$ cat config.mk
export PLATFORM = sky130hd
export DESIGN_NAME = spi_clk_burst_flat
export DESIGN_NICKNAME = d
export VERILOG_FILES = /design/src/rtl/spi_clk_burst_if.sv /design/src/rtl/spi_clk_burst.sv /design/src/flat_wrapper.sv
export SDC_FILE = /design/constraint.sdc
export NUM_CORES = 1
export LEC_CHECK = 0
export ABC_AREA = 1
export BUFFER_PORTS_ARGS = -buffer_cell sky130_fd_sc_hd__buf_2
export CAP_MARGIN = 25
export CORE_MARGIN = 4
export CORE_UTILIZATION = 57
export DETAILED_ROUTE_END_ITERATION = 16
export HOLD_SLACK_MARGIN = 0.08
export PLACE_DENSITY = 0.78
export SYNTH_ARGS = -nofsm -noshare
export SYNTH_HDL_FRONTEND = slang
export SYNTH_SLANG_ARGS = --single-unit
$ cat constraint.sdc
create_clock -name clk_in -period 4.2 [get_ports clk_in]
set_input_delay 1.26 -clock clk_in [delete_from_list [all_inputs] [get_ports clk_in]]
set_output_delay 1.26 -clock clk_in [all_outputs]
set_load 0.005 [all_outputs]
$ cat src/rtl/spi_clk_burst_if.sv
// spi_clk_burst_if: handshake, configuration and strobe bundle between the
// SPI controller (master) and the SCK burst generator (slave).
//   div/cpol/cpha/nbits : burst configuration, latched by the generator at start
//   start/stall         : burst request and back-pressure
//   busy/done           : burst in progress / one-cycle end-of-burst pulse
//   sck                 : registered SPI clock
//   lead_stb/trail_stb  : first cycle of the active / idle SCK level
//   shift_stb/sample_stb: shift-register strobes mapped from the edges via cpha
//   bit_idx             : current bit number of the burst
interface spi_clk_burst_if #(
    parameter int unsigned DIV_SIZE = 8,
    parameter int unsigned CNT_SIZE = 6
);
    logic [DIV_SIZE-1:0] div;
    logic                cpol;
    logic                cpha;
    logic [CNT_SIZE-1:0] nbits;
    logic                start;
    logic                stall;
    logic                busy;
    logic                done;
    logic                sck;
    logic                lead_stb;
    logic                trail_stb;
    logic                shift_stb;
    logic                sample_stb;
    logic [CNT_SIZE-1:0] bit_idx;

    modport master (
        output div, cpol, cpha, nbits, start, stall,
        input  busy, done, sck, lead_stb, trail_stb, shift_stb, sample_stb, bit_idx
    );

    modport slave (
        input  div, cpol, cpha, nbits, start, stall,
        output busy, done, sck, lead_stb, trail_stb, shift_stb, sample_stb, bit_idx
    );
endinterface

$ cat src/rtl/spi_clk_burst.sv
// spi_clk_burst: fully synchronous SCK burst generator.
// SCK period is div+2 clk_in cycles (odd ratios allowed); each period spends
// ceil(P/2) cycles at the idle level then floor(P/2) at the active level.
// Emits nbits+1 periods per burst followed by a ceil(P/2) idle hold, then a
// one-cycle done pulse. stall freezes the burst in place.
// Ports:
//   clk_in : system clock, rising edge
//   rst    : synchronous active-high reset
//   bus    : spi_clk_burst_if slave modport (config, handshake, sck, strobes)
module spi_clk_burst #(
    parameter int unsigned DIV_SIZE = 8,
    parameter int unsigned CNT_SIZE = 6
) (
    input  logic           clk_in,
    input  logic           rst,
    spi_clk_burst_if.slave bus
);
    localparam int unsigned PW = DIV_SIZE + 1;

    typedef enum logic [1:0] {S_IDLE, S_ACTIVE, S_TRAIL} state_t;

    state_t              state, state_nxt;
    logic [PW-1:0]       ph, ph_nxt;
    logic [PW-1:0]       cfg_pm1;   // P-1
    logic [PW-1:0]       cfg_l;     // ceil(P/2)
    logic                cfg_cpol;
    logic                cfg_cpha;
    logic [CNT_SIZE-1:0] cfg_nbits;
    logic [CNT_SIZE-1:0] bit_q, bit_nxt;
    logic                sck_q, sck_nxt;
    logic                lead_q, lead_nxt;
    logic                trail_q, trail_nxt;
    logic                busy_q, busy_nxt;
    logic                done_q, done_nxt;
    logic [PW:0]         l_calc;
    logic                accept;
    logic                ph_wrap;
    logic                last_bit;
    logic                hold_end;

    // ceil((div+2)/2) = (div+3)>>1, one extra bit so div=all-ones cannot overflow
    assign l_calc   = ({2'b00, bus.div} + (PW+1)'(3)) >> 1;
    // start is ignored in the done cycle even though the FSM is already IDLE
    assign accept   = (state == S_IDLE) && bus.start && !done_q;
    assign ph_wrap  = (ph == cfg_pm1);
    assign last_bit = (bit_q == cfg_nbits);
    assign hold_end = (ph == cfg_l - PW'(1));

    // State register
    always_ff @(posedge clk_in) begin
        if (rst) state <= S_IDLE;
        else     state <= state_nxt;
    end

    // Next-state logic
    always_comb begin
        state_nxt = state;
        case (state)
            S_IDLE:   if (accept) state_nxt = S_ACTIVE;
            S_ACTIVE: if (!bus.stall && ph_wrap && last_bit) state_nxt = S_TRAIL;
            S_TRAIL:  if (!bus.stall && hold_end) state_nxt = S_IDLE;
            default:  state_nxt = S_IDLE;
        endcase
    end

    // Output / datapath next values
    always_comb begin
        ph_nxt    = ph;
        bit_nxt   = bit_q;
        sck_nxt   = sck_q;
        lead_nxt  = 1'b0;
        trail_nxt = 1'b0;
        busy_nxt  = busy_q;
        done_nxt  = 1'b0;
        case (state)
            S_IDLE: begin
                sck_nxt = bus.cpol;
                if (accept) begin
                    ph_nxt   = '0;
                    bit_nxt  = '0;
                    busy_nxt = 1'b1;
                end
            end
            S_ACTIVE: begin
                if (!bus.stall) begin
                    ph_nxt = ph_wrap ? '0 : ph + PW'(1);
                    if (ph_wrap && !last_bit) bit_nxt = bit_q + CNT_SIZE'(1);
                    // phase 0..L-1 idle level, L..P-1 active level
                    sck_nxt   = (ph_nxt >= cfg_l) ? ~cfg_cpol : cfg_cpol;
                    lead_nxt  = (ph_nxt == cfg_l);
                    trail_nxt = ph_wrap;
                end
            end
            S_TRAIL: begin
                sck_nxt = cfg_cpol;
                if (!bus.stall) begin
                    if (hold_end) begin
                        ph_nxt   = '0;
                        busy_nxt = 1'b0;
                        done_nxt = 1'b1;
                    end else begin
                        ph_nxt = ph + PW'(1);
                    end
                end
            end
            default: ;
        endcase
    end

    always_ff @(posedge clk_in) begin
        if (rst) begin
            ph        <= '0;
            cfg_pm1   <= '0;
            cfg_l     <= '0;
            cfg_cpol  <= 1'b0;
            cfg_cpha  <= 1'b0;
            cfg_nbits <= '0;
            bit_q     <= '0;
            sck_q     <= 1'b0;
            lead_q    <= 1'b0;
            trail_q   <= 1'b0;
            busy_q    <= 1'b0;
            done_q    <= 1'b0;
        end else begin
            ph      <= ph_nxt;
            bit_q   <= bit_nxt;
            sck_q   <= sck_nxt;
            lead_q  <= lead_nxt;
            trail_q <= trail_nxt;
            busy_q  <= busy_nxt;
            done_q  <= done_nxt;
            if (accept) begin
                cfg_pm1   <= {1'b0, bus.div} + PW'(1);
                cfg_l     <= l_calc[PW-1:0];
                cfg_cpol  <= bus.cpol;
                cfg_cpha  <= bus.cpha;
                cfg_nbits <= bus.nbits;
            end
        end
    end

    assign bus.busy      = busy_q;
    assign bus.done      = done_q;
    assign bus.sck       = sck_q;
    assign bus.lead_stb  = lead_q;
    assign bus.trail_stb = trail_q;
    assign bus.bit_idx   = bit_q;
    // The final trail edge is the only one seen in S_TRAIL, so it is the one
    // whose shift is suppressed in cpha=0 mode.
    assign bus.shift_stb  = cfg_cpha ? lead_q : (trail_q && (state != S_TRAIL));
    assign bus.sample_stb = cfg_cpha ? trail_q : lead_q;
endmodule

$ cat src/flat_wrapper.sv
// flat-port wrapper written by rule: the top's interface ports become plain ports
module spi_clk_burst_flat 
#(
    parameter int unsigned DIV_SIZE = 8,
    parameter int unsigned CNT_SIZE = 6
)
  (clk_in, rst, bus_div, bus_cpol, bus_cpha, bus_nbits, bus_start, bus_stall, bus_busy, bus_done, bus_sck, bus_lead_stb, bus_trail_stb, bus_shift_stb, bus_sample_stb, bus_bit_idx);
  spi_clk_burst_if #(.DIV_SIZE(DIV_SIZE), .CNT_SIZE(CNT_SIZE)) bus_i ();
  input  logic clk_in;
  input  logic rst;
  input wire logic [$bits(bus_i.div)-1:0] bus_div;
  input wire logic [$bits(bus_i.cpol)-1:0] bus_cpol;
  input wire logic [$bits(bus_i.cpha)-1:0] bus_cpha;
  input wire logic [$bits(bus_i.nbits)-1:0] bus_nbits;
  input wire logic [$bits(bus_i.start)-1:0] bus_start;
  input wire logic [$bits(bus_i.stall)-1:0] bus_stall;
  output wire logic [$bits(bus_i.busy)-1:0] bus_busy;
  output wire logic [$bits(bus_i.done)-1:0] bus_done;
  output wire logic [$bits(bus_i.sck)-1:0] bus_sck;
  output wire logic [$bits(bus_i.lead_stb)-1:0] bus_lead_stb;
  output wire logic [$bits(bus_i.trail_stb)-1:0] bus_trail_stb;
  output wire logic [$bits(bus_i.shift_stb)-1:0] bus_shift_stb;
  output wire logic [$bits(bus_i.sample_stb)-1:0] bus_sample_stb;
  output wire logic [$bits(bus_i.bit_idx)-1:0] bus_bit_idx;
  assign bus_i.div = bus_div;
  assign bus_i.cpol = bus_cpol;
  assign bus_i.cpha = bus_cpha;
  assign bus_i.nbits = bus_nbits;
  assign bus_i.start = bus_start;
  assign bus_i.stall = bus_stall;
  assign bus_busy = bus_i.busy;
  assign bus_done = bus_i.done;
  assign bus_sck = bus_i.sck;
  assign bus_lead_stb = bus_i.lead_stb;
  assign bus_trail_stb = bus_i.trail_stb;
  assign bus_shift_stb = bus_i.shift_stb;
  assign bus_sample_stb = bus_i.sample_stb;
  assign bus_bit_idx = bus_i.bit_idx;
  spi_clk_burst #(.DIV_SIZE(DIV_SIZE), .CNT_SIZE(CNT_SIZE)) u_core (.clk_in(clk_in), .rst(rst), .bus(bus_i));
endmodule
==> flow_metrics.tcl <==
set metrics [dict create \
    status "completed" \
    drt_iter0_markers 153 \
    async_flop_share_pct 0 \
    regToRegSetupSlack_ns 1.52 \
    hp-start "u_core.cfg_nbits[0]$_SDFFE_PP0P_" \
    r2r_cells 20 \
    syn_area_per_cell_um2 6.947 \
    synthCells 451 \
    powerDensity_mw_per_mm2 543.9 \
    drive_gt1_share_pct 13.87 \
    grt_pass1_wl_um 12310 \
    grt_max_degree 29 \
    synthDistinctLibCells 38 \
    cts_hold_buf 0 \
    cts.sink_count 47 \
    htreeDepth 2 \
    io_pins 33 \
    vdd_drop_max_mv 0.2599 \
    hold_slack_ns 0.4638 \
    fin_skew_ns 0.01566 \
    cts_tree "done" \
    synth-seq-cells 47 \
    leakage_uw 0.001616 \
    fp.dieW_um 82.14 \
    worst_pin_slew_ns 0.6477 \
    gp_congestion 0.8573 \
    nNetsFinal 512 \
    grt_use_total_pct 23.41 \
    drc 0 \
    ys_warn_count 0 \
    dpl_cell_area_mm2 0.003316 \
    area_delta_synth_final_pct 10.30 \
    wl_per_cell_um 12.89 \
    via_count 2885 \
    fp.dieH_um 82.14 \
    r2r_end "u_core.bus.sck$_SDFFE_PP0P_" \
    row_count 26 \
    period_share_pct 66.06 \
    start_util_pct 60.19 \
    yosysTopAreaCellShare_pct 30.03 \
    fin_ws_ns 1.425 \
    grt_pass1_vias 2698 \
    critPathLaunchType "flip-flop" \
    whs_path_depth 2 \
    post_cts_resized 0 \
    pre_cts_ws_ns 1.479 \
    worstSetupPathType "flip-flop to output port" \
    hp-class "flip-flop to flip-flop" \
    synth_nets 488 \
    netlist_area_mm2 0.003133 \
    antenna_found_initial 0 \
    synth.most_common_cell "nand2_1" \
    synth_top_cells_by_area "dfxtp_1 30%, nand2_1 9.2%, inv_1 7.5%" \
    portBuffers 32 \
    wl_um 7038 \
    rsz0062_at_grt "false" \
    overflow 0 \
    via_per_inst 5.284 \
    core-area_mm2 0.005205 \
    cts_setup_buffers 0 \
    max_freq_ghz 0.3604 \
    hold_end "u_core.cfg_nbits[0]$_SDFFE_PP0P_" \
    tns_ns 0 \
    die_area_mm2 0.006747 \
    clk_latency_ns 0.31 \
    worst-path-max-fanout 5 \
    final_area_mm2 0.003456 \
    root_buffer "clkbuf_8" \
    drt_pass1_iterations 4 \
    finalMaxSlewViolations 0 \
    synth_ff_type "dfxtp_1" \
    dp_hpwl_um 5400 \
    end_kind "output port" \
    critPathLaunch "u_core.state[0]$_SDFFE_PP0P_" \
    cts_made_buffers 5 \
    ys_seq_area_share_pct 30.03 \
    synth_edf_count 0 \
    hold_violations 0 \
    ant_nets 0 \
    relSlewSlack_pct 56.77 \
    insertedDiodeCount 0 \
    r2r_start "u_core.ph[6]$_SDFFE_PP0P_" \
    required_ns 2.94 \
    synth_common_cells "77 x nand2_1, 63 x inv_1, 49 x nor2_1" \
    setup_viol 0 \
    clock_path_buffers 2 \
    synth.largest_area_cell "dfxtp_1" \
    max-cap-violations 0 \
    path_clk_slew_ns 0.10 \
    worstPathArrival_ns 1.51 \
    finalCriticalPeriod_ns 2.775 \
]
==> layout by cell type, fill, tap and decap left out <==
cell type,Yosys,layout
o21ai_0,31,31
xnor3_1,1,1
or2_2,2,2
bufinv_16,0,2
inv_2,4,4
or2_0,2,2
o22ai_1,2,2
nor2_1,49,49
inv_8,0,1
nand2_2,2,2
ha_1,17,17
o211ai_4,1,1
xor2_1,17,17
nand2_4,2,2
nor3_2,2,2
nand4_1,6,6
o21ai_4,1,1
nor2_2,4,4
o211ai_1,2,2
nor4_1,2,2
xnor2_1,17,17
nand2_1,77,77
a31oi_1,1,1
a21oi_1,41,41
buf_2,4,32
nor3b_2,1,1
a211oi_1,1,1
o221ai_1,1,1
clkbuf_8,0,5
o21bai_1,1,1
o21ai_2,1,1
nor3_1,6,6
inv_1,63,63
nand3_2,2,2
a21oi_2,1,1
dfxtp_1,47,47
nor2_8,2,2
nand3_1,26,26
a31o_2,1,1
==> final cells by class <==
cell class / count / area [µm²]
clock buffer: 5 / 68.82
clock inverter: 3 / 71.32
fill: 484 / 1749
inverter: 67 / 251.5
multi-input combinational: 322 / 1876
sequential: 47 / 940.9
tap: 70 / 87.58
timing repair buffer: 32 / 160.2
==> critical path: stages (launching register included) <==
cell	delay (ns)
dfxtp_1	0.40
inv_1	0.08
ha_1	0.30
inv_1	0.11
a21oi_1	0.06
a21oi_1	0.12
buf_2	0.13
==> layer usage <==
layer / routed length (µm) / up-vias / GRT usage [%]
met5: 0 / - / 0
met4: 123 / 0 / 8.140
met3: 287 / 11 / 3.145
met2: 3233 / 62 / 37.56
met1: 3393 / 1313 / 32.28
li1: - / 1499 / -
==> power breakdown <==
group / leakage [µW] / switching [µW] / internal [µW] / total (µW)
Combinational: 0.00116 / 564 / 300 / 864
Sequential: 0.000385 / 74.4 / 532 / 607
Clock: 0.0000703 / 167 / 242 / 409
Total: 0.00162 / 805 / 1070 / 1880
==> state kept, by name, summed over array words and instances, names as in the netlist <==
register	flops
u_core.bus.bit_idx	6
u_core.bus.busy	1
u_core.bus.done	1
u_core.bus.lead_stb	1
u_core.bus.sck	1
u_core.bus.trail_stb	1
u_core.cfg_cpha	1
u_core.cfg_cpol	1
u_core.cfg_l	8
u_core.cfg_nbits	6
u_core.cfg_pm1	9
u_core.ph	9
u_core.state	2
==> worst max-delay path by stage <==
stage                     cells after the start  slack [ns]                            endpoint
final                                         6        1.43                       bus_shift_stb
after global routing                         20        1.20         u_core.bus.sck$_SDFFE_PP0P_
after CTS                                     6        1.45                       bus_shift_stb
after detailed placement                      9        1.48           u_core.ph[5]$_SDFFE_PP0P_
after global placement                       10        1.56  u_core.bus.bit_idx[3]$_SDFFE_PP0P_
after floorplan                               8        1.91           u_core.ph[6]$_SDFFE_PP0P_
==> logic make-up after synthesis <==
| family | count (synthesis) | share of synthesized area (%) |
|---|---|---|
| AO/OA/AOI/OAI | 85 | 15.38 |
| XOR/XNOR | 35 | 10.22 |
| adder cells (fa/ha/maj) | 17 | 6.789 |
| buffers and inverters | 82 | 10.10 |
| flip-flops | 47 | 30.03 |
| AND/OR/NAND/NOR | 185 | 27.48 |
==> per-stage QoR <==
stage | instances | total power, µW | utilization (%)
final | 546 | 1880 | 66.39
after global routing | 546 | 2034 | 66.39
after CTS | 546 | 1881 | 66.39
after detailed placement | 538 | 1472 | 63.70
after global placement | 538 | 1443 | 63.70
after floorplan | 451 | 1278 | -
Note: power is estimated with default switching activity, not from simulation.
